--- config.mk ---
export PLATFORM = sky130hd
export DESIGN_NAME = mem_port_arbiter
export DESIGN_NICKNAME = d
export VERILOG_FILES = /design/src/rtl/mem_port_arbiter.sv
export SDC_FILE = /design/constraint.sdc
export NUM_CORES = 1
export LEC_CHECK = 0
export ABC_AREA = 1
export CAP_MARGIN = 5
export CORE_MARGIN = 2
export CORE_UTILIZATION = 44
export CTS_CLUSTER_DIAMETER = 50
export DETAILED_ROUTE_END_ITERATION = 16
export GPL_TIMING_DRIVEN = 0
export PLACE_DENSITY = 0.85
export SLEW_MARGIN = 20
export SYNTH_ARGS = -nofsm -noshare
export SYNTH_HDL_FRONTEND = slang
export SYNTH_SLANG_ARGS = --single-unit
export TNS_END_PERCENT = 100
--- constraint.sdc ---
create_clock -name clk -period 2.9 [get_ports clk]
set_input_delay 0.435 -clock clk [delete_from_list [all_inputs] [get_ports clk]]
set_output_delay 0.435 -clock clk [all_outputs]
set_load 0.01 [all_outputs]
--- src/rtl/mem_port_arbiter.sv ---
// Arbitrates the unified instruction/data memory between fetch and load/store.
// Data has priority; a burst limit forces a fetch grant after MAX_DATA_BURST data grants.
module mem_port_arbiter #(
  parameter int unsigned MEM_LAT        = 2,
  parameter int unsigned MAX_DATA_BURST = 3
) (
  input  logic        clk,
  input  logic        rst,
  input  logic        if_req,
  input  logic [31:0] if_addr,
  input  logic        if_flush,
  output logic        if_ready,
  output logic [31:0] if_rdata,
  input  logic        d_req,
  input  logic        d_we,
  input  logic [1:0]  d_size,
  input  logic [31:0] d_addr,
  input  logic [31:0] d_wdata,
  output logic        d_ready,
  output logic [31:0] d_rdata,
  output logic        d_err,
  output logic        mem_en,
  output logic        mem_we,
  output logic [1:0]  mem_size,
  output logic [31:0] mem_addr,
  output logic [31:0] mem_wdata,
  input  logic [31:0] mem_rdata
);

  localparam int unsigned LW = (MEM_LAT > 1) ? $clog2(MEM_LAT) : 1;
  localparam int unsigned BW = $clog2(MAX_DATA_BURST + 1);
  localparam logic [LW-1:0] LAT_LAST  = LW'(MEM_LAT - 1);
  localparam logic [BW-1:0] BURST_MAX = BW'(MAX_DATA_BURST);

  typedef enum logic [1:0] {IDLE, ACCESS, RESP} state_t;

  state_t        state, state_n;
  logic [LW-1:0] lat_cnt;
  logic [BW-1:0] burst;
  logic          owner_d;
  logic          flush_pend;
  logic          fetch_ok, grant_d, grant_f, misalign, last;

  always_comb begin
    fetch_ok = if_req && !if_flush;
    grant_d  = d_req && !(fetch_ok && (burst == BURST_MAX));
    grant_f  = !grant_d && fetch_ok;
    misalign = ((d_size == 2'b01) && d_addr[0]) ||
               ((d_size == 2'b10) && (d_addr[1:0] != 2'b00));
    last     = (lat_cnt == LAT_LAST);
    state_n  = state;
    case (state)
      IDLE:    if (grant_d && misalign)  state_n = RESP;
               else if (grant_d || grant_f) state_n = ACCESS;
      ACCESS:  if (last) state_n = RESP;
      RESP:    state_n = IDLE;
      default: state_n = IDLE;
    endcase
  end

  always_ff @(posedge clk) begin
    if (!rst) state <= IDLE;
    else      state <= state_n;
  end

  always_ff @(posedge clk) begin
    if (!rst) begin
      if_ready   <= 1'b0;
      if_rdata   <= '0;
      d_ready    <= 1'b0;
      d_rdata    <= '0;
      d_err      <= 1'b0;
      mem_en     <= 1'b0;
      mem_we     <= 1'b0;
      mem_size   <= '0;
      mem_addr   <= '0;
      mem_wdata  <= '0;
      lat_cnt    <= '0;
      burst      <= '0;
      owner_d    <= 1'b0;
      flush_pend <= 1'b0;
    end else begin
      if_ready <= 1'b0;
      d_ready  <= 1'b0;
      d_err    <= 1'b0;
      case (state)
        IDLE: begin
          flush_pend <= 1'b0;
          lat_cnt    <= '0;
          if (grant_d) begin
            owner_d <= 1'b1;
            if (!if_req)                 burst <= '0;
            else if (burst != BURST_MAX) burst <= burst + BW'(1);
            // Misaligned requests answer from here without touching memory.
            if (misalign) begin
              d_ready <= 1'b1;
              d_err   <= 1'b1;
              d_rdata <= '0;
            end else begin
              mem_en    <= 1'b1;
              mem_we    <= d_we;
              mem_size  <= d_size;
              mem_addr  <= d_addr;
              mem_wdata <= d_wdata;
            end
          end else if (grant_f) begin
            owner_d   <= 1'b0;
            burst     <= '0;
            mem_en    <= 1'b1;
            mem_we    <= 1'b0;
            mem_size  <= 2'b10;
            mem_addr  <= if_addr;
            mem_wdata <= '0;
          end
        end
        ACCESS: begin
          lat_cnt <= lat_cnt + LW'(1);
          if (!owner_d && if_flush) flush_pend <= 1'b1;
          if (last) begin
            mem_en <= 1'b0;
            mem_we <= 1'b0;
            if (owner_d) begin
              d_ready <= 1'b1;
              d_rdata <= mem_we ? '0 : mem_rdata;
            end else if (!(flush_pend || if_flush)) begin
              if_ready <= 1'b1;
              if_rdata <= mem_rdata;
            end
          end
        end
        RESP: begin
          if (!owner_d && if_flush) flush_pend <= 1'b1;
        end
        default: ;
      endcase
    end
  end

endmodule

==> Yosys cells after proc, flatten, opt, wreduce, memory -nomap -nowiden <==
Cells that the tools add are included.
W data, S select, Z words.
{ "word_totals": {"out_inout_bits": 135, "input_bits": 136, "register_bits": 142, "elab_cells": 111} }
{ "op_classes": {"addsub": 2, "n_bitwise": 5, "n_reduce_logical": 31, "n_eq_ne": 16, "mux": 42} }
{ "op_table": {"columns": ["op", "n"], "rows": [
  ["$mux W32", 11],
  ["$pmux W32 S2", 1],
  ["$mux W2", 10],
  ["$mux W1", 14],
  ["$ne A2 B2 Y1 const B", 6],
  ["$pmux W1 S2", 5],
  ["$ne A3 B3 Y1 const B", 3],
  ["$logic_and A1 B1 Y1", 8],
  ["$reduce_and A2 Y1", 4],
  ["$reduce_and A4 Y1", 2],
  ["$reduce_bool A2 Y1", 4],
  ["$eq A2 B2 Y1 const B", 3],
  ["$reduce_and A3 Y1", 2],
  ["$not A1 Y1", 5],
  ["$reduce_and A5 Y1", 1],
  ["$eq A2 B1 Y1 const B", 2],
  ["$logic_not A1 Y1", 4],
  ["$pmux W2 S2", 1],
  ["$reduce_or A4 Y1", 1],
  ["$logic_or A1 B1 Y1", 3],
  ["$ne A3 B2 Y1 const B", 1],
  ["$add A2 B1 Y2 const B", 1],
  ["$logic_not A2 Y1", 1],
  ["$ne A2 B1 Y1 const B", 1],
  ["2 further kinds", 2]
]} }

==> Longest topological paths before layout <==
{ "logic_depth": {"ltp_word": 11, "depth_mapped": 10} }

==> Worst setup path before layout <==
OpenSTA, ideal clock, no wires.
{ "synth_path": {"kind": "register to register", "from": "reg burst[0]", "to": "reg mem_addr[11]", "setup_slack_ns": 1.396, "arrival_ns": 1.388, "path_stages_with_launch": 11, "path_buffers": 2, "t_required_ns": 2.784, "setup_time_ns": 0.116, "cell_sequence": "dfxtp_1 > ha_1 > nand3_2 > nand2_4 > inv_4 > nand2_2 > nand2_2 > buf_4 > buf_2 > o21ai_0 > nor2_1"} }
{ "synth_between": {"elab_chain_cells": 8, "elab_cells_between_ends": 10} }
{ "synth_lines": {"columns": ["element", "line", "rtl"], "rows": [
  ["start: declaration", "39", "logic [BW-1:0] burst;"],
  ["start signal: assignment", "93", "else if (burst != BURST_MAX) burst <= burst + BW'(1);"],
  ["$eq A2 B2 Y1 *", "46", "grant_d = d_req && !(fetch_ok && (burst == BURST_MAX));"],
  ["$logic_and A1 B1 Y1 *", "46", null],
  ["$logic_not A1 Y1 *", "46", null],
  ["$logic_and A1 B1 Y1 *", "46", null],
  ["$logic_not A1 Y1", "47", "grant_f = !grant_d && fetch_ok;"],
  ["$logic_and A1 B1 Y1", "47", null],
  ["$reduce_bool A2 Y1 (no source line)", null, null],
  ["$reduce_and A3 Y1 (no source line)", null, null],
  ["end signal: assignment", "103", "mem_addr <= d_addr;"],
  ["end signal: assignment", "112", "mem_addr <= if_addr;"],
  ["end: declaration", "25", "output logic [31:0] mem_addr,"]
]} }
Every way passes the cells marked *; elsewhere a longest branch is shown, timed or not.
A chain may end at the register's enable or synchronous reset.

==> Worst setup path after layout <==
{ "layout_path": {"from": "reg state[1]", "to": "reg d_rdata[11]"} }
{ "layout_between": {"elab_chain_cells": 3, "elab_cells_between_ends": 9} }
{ "layout_lines": {"columns": ["element", "line", "rtl"], "rows": [
  ["start: declaration", "37", "state_t state, state_n;"],
  ["start signal: assignment", "63", "else state <= state_n;"],
  ["$eq A2 B1 Y1 or $logic_not A2 Y1 (tied branches)", "86", "case (state)"],
  ["$ne A2 B2 Y1 (no source line) or $reduce_bool A2 Y1 (tied branches)", null, null],
  ["$reduce_and A5 Y1 (no source line)", null, null],
  ["end signal: assignment", "124", "d_rdata <= mem_we ? '0 : mem_rdata;"],
  ["end: declaration", "20", "output logic [31:0] d_rdata,"]
]} }
Several ways; a longest one is shown, not always the timed one.

==> results.json <==
{
  "fin_crit_sh": 0.698,
  "status": "finished, final reports clean",
  "numCtsBuffers": 17,
  "wirelength_um": 19300,
  "syn_inst": 828,
  "max_stage_delay_ns": 0.39,
  "maxCapViolations": 0,
  "post_cts_buffers": 0,
  "seq_area_um2": 2840,
  "power.density_nw_per_um2": 742,
  "drtIter0Drc": 636,
  "setup_viol_count_final": 0,
  "worstPathRequired_ns": 3.25,
  "grt_most_used_layer": "met2",
  "rsz0062_at_grt": "false",
  "wire_per_inst_um": 14.8,
  "fin_crit_ns": 2.02,
  "grt_max_degree": 17,
  "yosys-top-cells-area": "dfxtp_1, nand2_1, nor2_1",
  "fill_cells": 1020,
  "ys_types": 26,
  "seq_area_frac_synth": 0.493,
  "avgSynthCellArea_um2": 6.96,
  "die_x_um": 118,
  "coreArea_um2": 12700,
  "fin_area_um2": 9290,
  "antenna_found_initial": 0,
  "path_cells": "inv_1 > ha_1 > inv_2 > o21ai_2 > a21boi_2 > buf_2 > nor2_1 > nor2_1",
  "ant_nets": 0,
  "placed_area_um2": 8670,
  "ys_warn_count": 0,
  "drive_gt1_frac": 0.0576,
  "gr-usage-all-layers": 0.276,
  "route.detailed.drc": 0,
  "critPathKind": "flop to flop",
  "drt_pass1_iterations": 7,
  "endpoint_kind": "flop",
  "crit_path_top_delay_cell": "a21boi_2",
  "tns_ns": 0,
  "ios": 271,
  "finClkSkew_ns": 0.00680,
  "syn_to_final_growth_pct": 61.2,
  "peakVddDrop_uv": 520,
  "gr-usage-met1": 0.312,
  "crit_top_cell": "nor2_1",
  "multi_input_area_um2": 2610,
  "cp.arrival_ns": 2.37,
  "yosysTopAreaCellShare": 0.493,
  "yosysTopAreaCell": "dfxtp_1",
  "start_util": 0.453,
  "grt_pass1_wl_um": 30900,
  "synth_area_um2": 5760,
  "vias_per_cell": 4.96,
  "p_leak_nw": 3.77,
  "num_vias": 6449,
  "clk_path_buf_depth": 2,
  "hpwl_um": 14200,
  "cpLargestDelayFamily": "compound AO/OA/AOI/OAI gates",
  "gr-total-overflow": 0,
  "placementRows": 41,
  "clock-sinks": 142,
  "clkSlewWorstSetupHoldPaths_ns": 0.06,
  "grt_pass1_vias": 6168,
  "die_h_um": 118,
  "clk_latency_ns": 0.42,
  "worst_pin_slew_ns": 0.609,
  "htreeDepth": 4,
  "grtUsageMet2": 0.476,
  "fmaxAchievable_mhz": 494,
  "cp.buffers_inverters": 3,
  "gp_congestion": 0.921,
  "met3_usage": 0.0931,
  "ys_seq_elements": 142,
  "cts_tree": "done",
  "diodes": 0,
  "fp.dieArea_um2": 14000,
  "numPortBuffers": 269,
  "hold_viol": 0,
  "cts_hold_buf": 0,
  "final_max_slew_viol_count": 0,
  "hp-class": "primary input to flop",
  "startpoint_type": "flop",
  "cts_root_buf": "clkbuf_16",
  "post_cts_resized": 0,
  "nets": 1255,
  "synth_nets": 967,
  "max_slew_margin": 0.594,
  "cp_max_fo": 10
}
[cells in the mapped netlist, drive strengths merged]
cell	n
nand2	210
nor2	206
dfxtp	142
nand3	74
o21ai	72
a21oi	41
clkbuf	28
buf	27
inv	17
ha	3
nand4	2
a21boi	1
clkinv	1
nand3b	1
nor3	1
o21a	1
or2	1
[worst paths after layout]
path,startpoint,endpoint,slack [ns],depth (start not counted)
worst min-delay path,rst,d_rdata[2],0.43,3
worst max register to register,state[1],d_rdata[11],0.88,8
worst max-delay path,state[1],d_rdata[11],0.88,8
worst min register to register,mem_wdata[20],mem_wdata[20],0.46,2
[kinds of logic after synthesis]
group | count (synthesis) | synth area share
AOI/OAI and AO/OA | 115 | 0.102
DFF | 142 | 0.493
and+or+nand+nor | 495 | 0.344
adders and majority gates | 3 | 0.00651
buffers and inverters | 73 | 0.0545
[cell usage in the layout (no fill, tap or decap), types with 4 or more instances in the layout]
master | netlist | routed
a21oi_1 | 41 | 41
buf_1 | 5 | 5
buf_2 | 18 | 18
buf_4 | 4 | 4
bufinv_16 | 0 | 4
clkbuf_1 | 28 | 28
clkbuf_16 | 0 | 17
clkdlybuf4s50_1 | 0 | 269
clkinv_2 | 0 | 5
clkinvlp_4 | 0 | 4
dfxtp_1 | 142 | 142
inv_1 | 13 | 13
nand2_1 | 207 | 207
nand3_1 | 73 | 73
nor2_1 | 206 | 206
o21ai_0 | 64 | 64
o21ai_1 | 7 | 7
[metrics by stage]
step / total power (W) / hold WS (ns) / utilization / instances / setup slack (ns)
2_1_floorplan: 0.00356 / 0.450 / - / 828 / 1.40
3_3_place_gp: 0.00458 / 0.446 / 0.682 / 1269 / 0.661
3_5_place_dp: 0.00462 / 0.452 / 0.682 / 1269 / 0.605
4_1_cts: 0.00692 / 0.404 / 0.730 / 1301 / 0.873
5_1_grt: 0.00726 / 0.431 / 0.730 / 1301 / 0.726
6_report: 0.00690 / 0.428 / 0.730 / 1301 / 0.877
[metal layers]
metal | vias up | part of all wire
li1 | 3218 | -
met1 | 2907 | 0.40
met2 | 273 | 0.49
met3 | 51 | 0.081
met4 | 0 | 0.033
met5 | - | 0
[worst register-to-register path, cell delays in order, from the launching register on]
cell	delay, ns
dfxtp_1	0.30
inv_1	0.09
ha_1	0.33
inv_2	0.08
o21ai_2	0.28
a21boi_2	0.39
buf_2	0.30
nor2_1	0.07
nor2_1	0.12
[flip-flops by register name (all words and copies together), names as in the netlist]
signal	count
state	2
mem_size	2
flush_pend	1
d_ready	1
mem_we	1
d_rdata	32
d_err	1
if_ready	1
mem_addr	32
burst	2
if_rdata	32
last	1
mem_en	1
mem_wdata	32
owner_d	1
[final cells by class]
type | instances | share of cell area
sequential | 142 | 0.306
timing repair buffer | 269 | 0.290
multi-input combinational | 613 | 0.281
clock buffer | 17 | 0.0458
buffer | 55 | 0.0263
tap | 172 | 0.0232
clock inverter | 15 | 0.0207
inverter | 18 | 0.00754
[report_power, final]
part           switching [W]  total, W  internal [W]
Sequential          0.000170   0.00243       0.00227
Combinational        0.00115   0.00218       0.00104
Clock               0.000845   0.00228       0.00143
(Power assumes the default switching activity.)
